<file path="src/rtl/uart_pkg.sv">
// ============================================================================
//  Module   : uart_pkg
//  Brief    : Shared UART FSM state encoding and baud divisor helper.
//  Revision : 1.0
// ============================================================================
`default_nettype none

package uart_pkg;

  typedef enum logic [2:0] {
    ST_IDLE   = 3'd0,
    ST_START  = 3'd1,
    ST_DATA   = 3'd2,
    ST_PARITY = 3'd3,
    ST_STOP   = 3'd4
  } uart_state_t;

  // Rounded to the nearest integer divisor.
  function automatic int unsigned calc_baud_div(input int unsigned clk_freq,
                                                input int unsigned baud);
    return (clk_freq + baud / 2) / baud;
  endfunction

endpackage

`default_nettype wire

</file>
<file path="src/rtl/uart_tx_fifo.sv">
// ============================================================================
//  Module   : uart_tx_fifo
//  Brief    : Synchronous DEPTH x 8 first-word-fall-through byte FIFO.
//  Revision : 1.0
// ============================================================================
`default_nettype none

module uart_tx_fifo
  import uart_pkg::*;
#(
  parameter int DEPTH = 4,
  parameter int AW    = $clog2(DEPTH)
) (
  input  logic          clk,
  input  logic          rst_n,
  input  logic          wr,
  input  logic [7:0]    wdata,
  input  logic          rd,
  output logic [7:0]    rdata,
  output logic [AW:0]   count
);

  localparam logic [AW:0] c_full = (AW + 1)'(DEPTH);

  logic [7:0]    r_mem [DEPTH];
  logic [AW-1:0] r_wptr;
  logic [AW-1:0] r_rptr;
  logic [AW:0]   r_count;
  logic          w_wr_en;
  logic          w_rd_en;

  assign w_wr_en = wr && (r_count != c_full);
  assign w_rd_en = rd && (r_count != '0);

  always_ff @(posedge clk or negedge rst_n) begin
    if (!rst_n) begin
      r_wptr  <= '0;
      r_rptr  <= '0;
      r_count <= '0;
    end else begin
      if (w_wr_en) r_wptr <= r_wptr + 1'b1;
      if (w_rd_en) r_rptr <= r_rptr + 1'b1;
      case ({w_wr_en, w_rd_en})
        2'b10:   r_count <= r_count + 1'b1;
        2'b01:   r_count <= r_count - 1'b1;
        default: r_count <= r_count;
      endcase
    end
  end

  always_ff @(posedge clk) begin
    if (w_wr_en) r_mem[r_wptr] <= wdata;
  end

  // Head entry is always visible so the consumer can pop and load together.
  assign rdata = r_mem[r_rptr];
  assign count = r_count;

endmodule

`default_nettype wire

</file>
<file path="src/rtl/uart_tx_buf.sv">
// ============================================================================
//  Module   : uart_tx_buf
//  Brief    : Buffered UART transmitter, 8N1 (8E1 when UART_TX_PARITY_EN is
//             defined), LSB first, with sticky overflow flag.
//  Revision : 1.0
// ============================================================================
`default_nettype none

module uart_tx_buf
  import uart_pkg::*;
#(
  parameter int unsigned CLK_FREQ = 50_000_000,
  parameter int unsigned BAUD     = 115200,
  parameter int          DEPTH    = 4
) (
  input  logic       clk,
  input  logic       rst_n,
  input  logic [7:0] din,
  input  logic       din_vld,
  output logic       rdy,
  output logic       tx,
  output logic       busy,
  output logic       ovf
);

  localparam int unsigned c_baud_div = calc_baud_div(CLK_FREQ, BAUD);
  localparam int          c_bw       = (c_baud_div > 1) ? $clog2(c_baud_div) : 1;
  localparam logic [c_bw-1:0] c_baud_last = c_bw'(c_baud_div - 1);
  localparam int          c_aw       = $clog2(DEPTH);
  localparam logic [c_aw:0] c_full    = (c_aw + 1)'(DEPTH);
  localparam logic [c_aw:0] c_rdy_max = (c_aw + 1)'(DEPTH - 2);

  uart_state_t     r_state;
  uart_state_t     w_state_nxt;
  logic [c_bw-1:0] r_baud_cnt;
  logic [2:0]      r_bit_cnt;
  logic [7:0]      r_shreg;
  logic [7:0]      w_shreg_nxt;
  logic            r_tx;
  logic            w_tx_nxt;
  logic            r_ovf;
  logic            w_bit_end;
  logic            w_load;
  logic            w_shift;
  logic            w_fifo_wr;
  logic            w_fifo_rd;
  logic [7:0]      w_fifo_rdata;
  logic [c_aw:0]   w_count;
  logic            w_empty;

  uart_tx_fifo #(
    .DEPTH (DEPTH),
    .AW    (c_aw)
  ) u_fifo (
    .clk   (clk),
    .rst_n (rst_n),
    .wr    (w_fifo_wr),
    .wdata (din),
    .rd    (w_fifo_rd),
    .rdata (w_fifo_rdata),
    .count (w_count)
  );

  assign w_empty   = (w_count == '0);
  assign w_fifo_wr = din_vld && (w_count != c_full);
  assign w_bit_end = (r_baud_cnt == c_baud_last);

`ifdef UART_TX_PARITY_EN
  logic r_parity;

  always_ff @(posedge clk or negedge rst_n) begin
    if (!rst_n)      r_parity <= 1'b0;
    else if (w_load) r_parity <= ^w_fifo_rdata;
  end
`endif

  always_comb begin
    w_state_nxt = r_state;
    w_fifo_rd   = 1'b0;
    w_load      = 1'b0;
    w_shift     = 1'b0;
    case (r_state)
      ST_IDLE: begin
        if (!w_empty) begin
          w_fifo_rd   = 1'b1;
          w_load      = 1'b1;
          w_state_nxt = ST_START;
        end
      end
      ST_START: begin
        if (w_bit_end) w_state_nxt = ST_DATA;
      end
      ST_DATA: begin
        if (w_bit_end) begin
          w_shift = 1'b1;
          if (r_bit_cnt == 3'd7) begin
`ifdef UART_TX_PARITY_EN
            w_state_nxt = ST_PARITY;
`else
            w_state_nxt = ST_STOP;
`endif
          end
        end
      end
`ifdef UART_TX_PARITY_EN
      ST_PARITY: begin
        if (w_bit_end) w_state_nxt = ST_STOP;
      end
`endif
      ST_STOP: begin
        // Chain straight into the next start bit so frames are gapless.
        if (w_bit_end) begin
          if (!w_empty) begin
            w_fifo_rd   = 1'b1;
            w_load      = 1'b1;
            w_state_nxt = ST_START;
          end else begin
            w_state_nxt = ST_IDLE;
          end
        end
      end
      default: w_state_nxt = ST_IDLE;
    endcase

    w_shreg_nxt = r_shreg;
    if (w_load)       w_shreg_nxt = w_fifo_rdata;
    else if (w_shift) w_shreg_nxt = {1'b0, r_shreg[7:1]};

    // Line level is derived from the state being entered, then registered.
    case (w_state_nxt)
      ST_START:  w_tx_nxt = 1'b0;
      ST_DATA:   w_tx_nxt = w_shreg_nxt[0];
`ifdef UART_TX_PARITY_EN
      ST_PARITY: w_tx_nxt = r_parity;
`endif
      default:   w_tx_nxt = 1'b1;
    endcase
  end

  always_ff @(posedge clk or negedge rst_n) begin
    if (!rst_n) begin
      r_state    <= ST_IDLE;
      r_baud_cnt <= '0;
      r_bit_cnt  <= '0;
      r_shreg    <= '0;
      r_tx       <= 1'b1;
      r_ovf      <= 1'b0;
    end else begin
      r_state <= w_state_nxt;
      r_shreg <= w_shreg_nxt;
      r_tx    <= w_tx_nxt;
      if ((r_state == ST_IDLE) || w_bit_end) r_baud_cnt <= '0;
      else                                   r_baud_cnt <= r_baud_cnt + 1'b1;
      if (w_load)       r_bit_cnt <= '0;
      else if (w_shift) r_bit_cnt <= r_bit_cnt + 1'b1;
      if (din_vld && (w_count == c_full)) r_ovf <= 1'b1;
    end
  end

  assign rdy  = (w_count <= c_rdy_max);
  assign tx   = r_tx;
  assign busy = (r_state != ST_IDLE) || !w_empty;
  assign ovf  = r_ovf;

endmodule

`default_nettype wire
</file>
<file path="config.mk">
export PLATFORM = sky130hd
export DESIGN_NAME = uart_tx_buf
export DESIGN_NICKNAME = d
export VERILOG_FILES = /design/src/rtl/uart_pkg.sv /design/src/rtl/uart_tx_fifo.sv /design/src/rtl/uart_tx_buf.sv
export SDC_FILE = /design/constraint.sdc
export NUM_CORES = 1
export LEC_CHECK = 0
export CAP_MARGIN = 10
export CORE_MARGIN = 2
export CORE_UTILIZATION = 55
export DETAILED_ROUTE_END_ITERATION = 8
export MAX_ROUTING_LAYER = met4
export PLACE_DENSITY = 0.74
export SKIP_CTS_REPAIR_TIMING = 1
export SLEW_MARGIN = 40
export SYNTH_ARGS = -nofsm -noshare
export SYNTH_HDL_FRONTEND = slang
export SYNTH_SLANG_ARGS = --single-unit
</file>
<file path="constraint.sdc">
create_clock -name clk -period 2.7 [get_ports clk]
set_input_delay 0.81 -clock clk [delete_from_list [all_inputs] [get_ports clk]]
set_output_delay 0.81 -clock clk [all_outputs]
set_load 0.01 [all_outputs]
</file>
==> impl_metrics.yaml <==
power:
  cellLeakagePower_nw: 1.33
  vdd_drop_max_mv: 0.509
  power.density_mw_per_mm2: 856
yosys:
  netlist_area_mm2: 0.00287
  synth-simple-area-share_pct: 12.3
  ys_seq_elements: 64
  synth_compound_area_share_pct: 6.71
  synth.area.top_cells: "edfxtp_1, dfrtp_1, mux4_2"
  yosysTopAreaCellShare_pct: 33.5
  synth_flop_cell: "edfxtp_1"
  syn_inst: 195
  yosysWarnings: 0
  synthDistinctLibCells: 46
  syn_avg_cell_area_um2: 14.7
  yosys.area_share.adder_pct: 4.62
  synth_seq_area_share_pct: 61.4
  synth_top_family_by_area: "simple AND/OR/NAND/NOR gates"
  synth_area_leader_cell: "edfxtp_1"
  synth-edff-count: 32
  synthXorXnorAreaFrac_pct: 4.27
  synth_mux_area_share_pct: 7.58
  syn_nets: 216
  ys_async_sr_fraction_pct: 50.0
global_route:
  grt_max_degree: 33
  grt_pass1_vias: 1839
  antenna_found_initial: 0
  grt_pass1_wl_um: 8920
  grtUsageTotal_pct: 20.9
  gr-total-overflow: 0
critical_path:
  crit_buf_inv: 1
  startpoint_type: "register"
  crit_cells: 3
  r2r.worst_path.cells: 11
  crit_slowest_cell: "clkdlybuf4s50_1"
  crit_family: "buffers and inverters"
  critical_path.max_fanout: 6
  worstPathCellList: "nor3_1 > nand2_1 > clkdlybuf4s50_1"
  cp.arrival_ps: 1740
  required_ps: 1890
  r2r_end: "u_fifo.count[2]$_DFFE_PN0P_"
  critical_path_class: "register to output port"
  r2r_setup_slack_ps: 280
  r2r-start: "r_baud_cnt[1]$_DFF_PN0_"
  crit_path_end_kind: "output port"
  crit_path_end: "busy"
  startpoint: "u_fifo.count[0]$_DFFE_PN0P_"
  worst_path_largest_cell_delay_ps: 500
sta:
  setup_viol: 0
  rsz0062_at_grt: "no"
  fmaxAchievable_mhz: 392
  setup_slack_ps: 146
  period_needed_ps: 2550
  finalSetupTns_ps: 0
  hold_violations: 0
  finalCritPeriodShare_pct: 94.6
  drv_slew: 0
  relSlewSlack_pct: 63.5
  worstMarginPinSlew_ps: 547
  fin_skew_ps: 6.72
routing:
  firstDrtPassIters: 4
  wirelength_um: 5160
  drc_errors: 0
  drt-vias-per-instance: 5.56
  wl_per_cell_um: 17.6
  ant_nets: 0
  drt_iter0_markers: 96
  vias: 1636
placement:
  hpwl_um: 3580
  dp_slack_ps: 112
  gp_congestion: 0.782
  port_buffers: 14
finish:
  drive_gt1_share_pct: 17.9
  fin_nets: 240
  layout_common_cells: "edfxtp_1, dfrtp_1, nor2_1, clkdlybuf4s50_1, inv_1"
  fin_util_pct: 65.7
  final_common_cell: "edfxtp_1"
  antenna_cells: 0
  fillerInstances: 386
  area_delta_synth_final_pct: 16.1
cts:
  htree_levels: 3
  cts_root_buf: "clkbuf_8"
  cts_tree: "built"
  clk_pin_slew_ps: 70
  clk_path_buf_depth: 2
  clk_latency_ps: 340
  cts-buffers-inserted: 9
  cts.sinks: 64
floorplanning:
  die_y_um: 76.3
  dieArea_mm2: 0.00581
  io_pins: 15
  start_util_pct: 56.6
  die_w_um: 76.3
  rows: 26
  core_area_mm2: 0.00507
hold_path:
  worst_hold_path_type: "register to register"
run:
  cap_viol_max_count: 0
outcome:
  status: "finished, final reports clean"
## report_power, final
| part | switching (mW) | internal (mW) | total [mW] |
|---|---|---|---|
| sequential | 0.170 | 1.24 | 1.41 |
| clock | 0.361 | 0.605 | 0.967 |
| combinational | 0.236 | 0.243 | 0.479 |
| total | 0.767 | 2.09 | 2.85 |
## Yosys cell counts (2+ instances only)
master,n
a21oi_1,2
a21oi_2,2
a221o_1,6
and2_1,5
and3_1,6
buf_2,3
buf_6,2
dfrtp_1,31
edfxtp_1,32
ha_1,9
inv_1,11
mux2i_1,3
mux4_1,2
mux4_2,6
nand2_1,3
nand2b_1,3
nand3_1,6
nand4_1,3
nor2_1,16
nor2_2,2
nor3_1,4
o21ai_0,2
xnor2_1,10
xor2_1,4
## per-layer routing
layer  global-route usage, %  routed length (um)  part of all wire [%]
met4                    9.45                  90                   1.7
met2                    32.6                2590                    50
met1                    25.7                2320                    45
met3                    5.81                 161                   3.1
met5                       -                   0                     0
## area by class of cell
type | instances | area (um^2) | share of cell area (%)
Inverter | 11 | 41.3 | 1.24
Timing Repair Buffer | 20 | 185 | 5.55
Tap cell | 70 | 87.6 | 2.63
Multi-Input combinational cell | 113 | 1020 | 30.7
Clock buffer | 9 | 124 | 3.71
Sequential cell | 64 | 1760 | 52.9
Clock inverter | 7 | 110 | 3.30
## worst min-delay path by stage
stage | start | slack, ps | to | cells past startpoint
3_5_place_dp | ovf$_DFFE_PN0P_ | 480 | ovf$_DFFE_PN0P_ | 1
3_3_place_gp | ovf$_DFFE_PN0P_ | 450 | ovf$_DFFE_PN0P_ | 1
6_report | ovf$_DFFE_PN0P_ | 500 | ovf$_DFFE_PN0P_ | 1
5_1_grt | ovf$_DFFE_PN0P_ | 530 | ovf$_DFFE_PN0P_ | 1
2_1_floorplan | r_baud_cnt[0]$_DFF_PN0_ | 480 | r_baud_cnt[0]$_DFF_PN0_ | 1
4_1_cts | ovf$_DFFE_PN0P_ | 500 | ovf$_DFFE_PN0P_ | 1
## cell families (layout without fill, tap and decap cells)
| kind of cell | count (synthesis) | in the layout |
|---|---|---|
| compound gates | 21 | 21 |
| xor+xnor | 14 | 14 |
| simple gates | 57 | 57 |
| fa+ha+maj | 10 | 10 |
| flops | 64 | 64 |
| buf+inv | 18 | 47 |
| mux | 11 | 11 |
## sequential cells by signal (all words and copies together) (netlist names)
signal         flops
ovf                1
r_shreg            8
u_fifo.count       3
u_fifo.r_wptr      2
u_fifo.r_rptr      2
u_fifo.r_mem      32
r_state            3
r_bit_cnt          3
r_baud_cnt         9
tx                 1
## per-stage QoR
stage	hold WS, ps	cell area [um^2]	instances	power, mW
after CTS	503	3330	294	2.89
after global routing	528	3330	294	3.01
final	497	3330	294	2.85
after global placement	454	3100	278	1.86
after floorplan	477	2870	195	1.72
after detailed placement	482	3100	278	1.91
(Power assumes the default switching activity.)
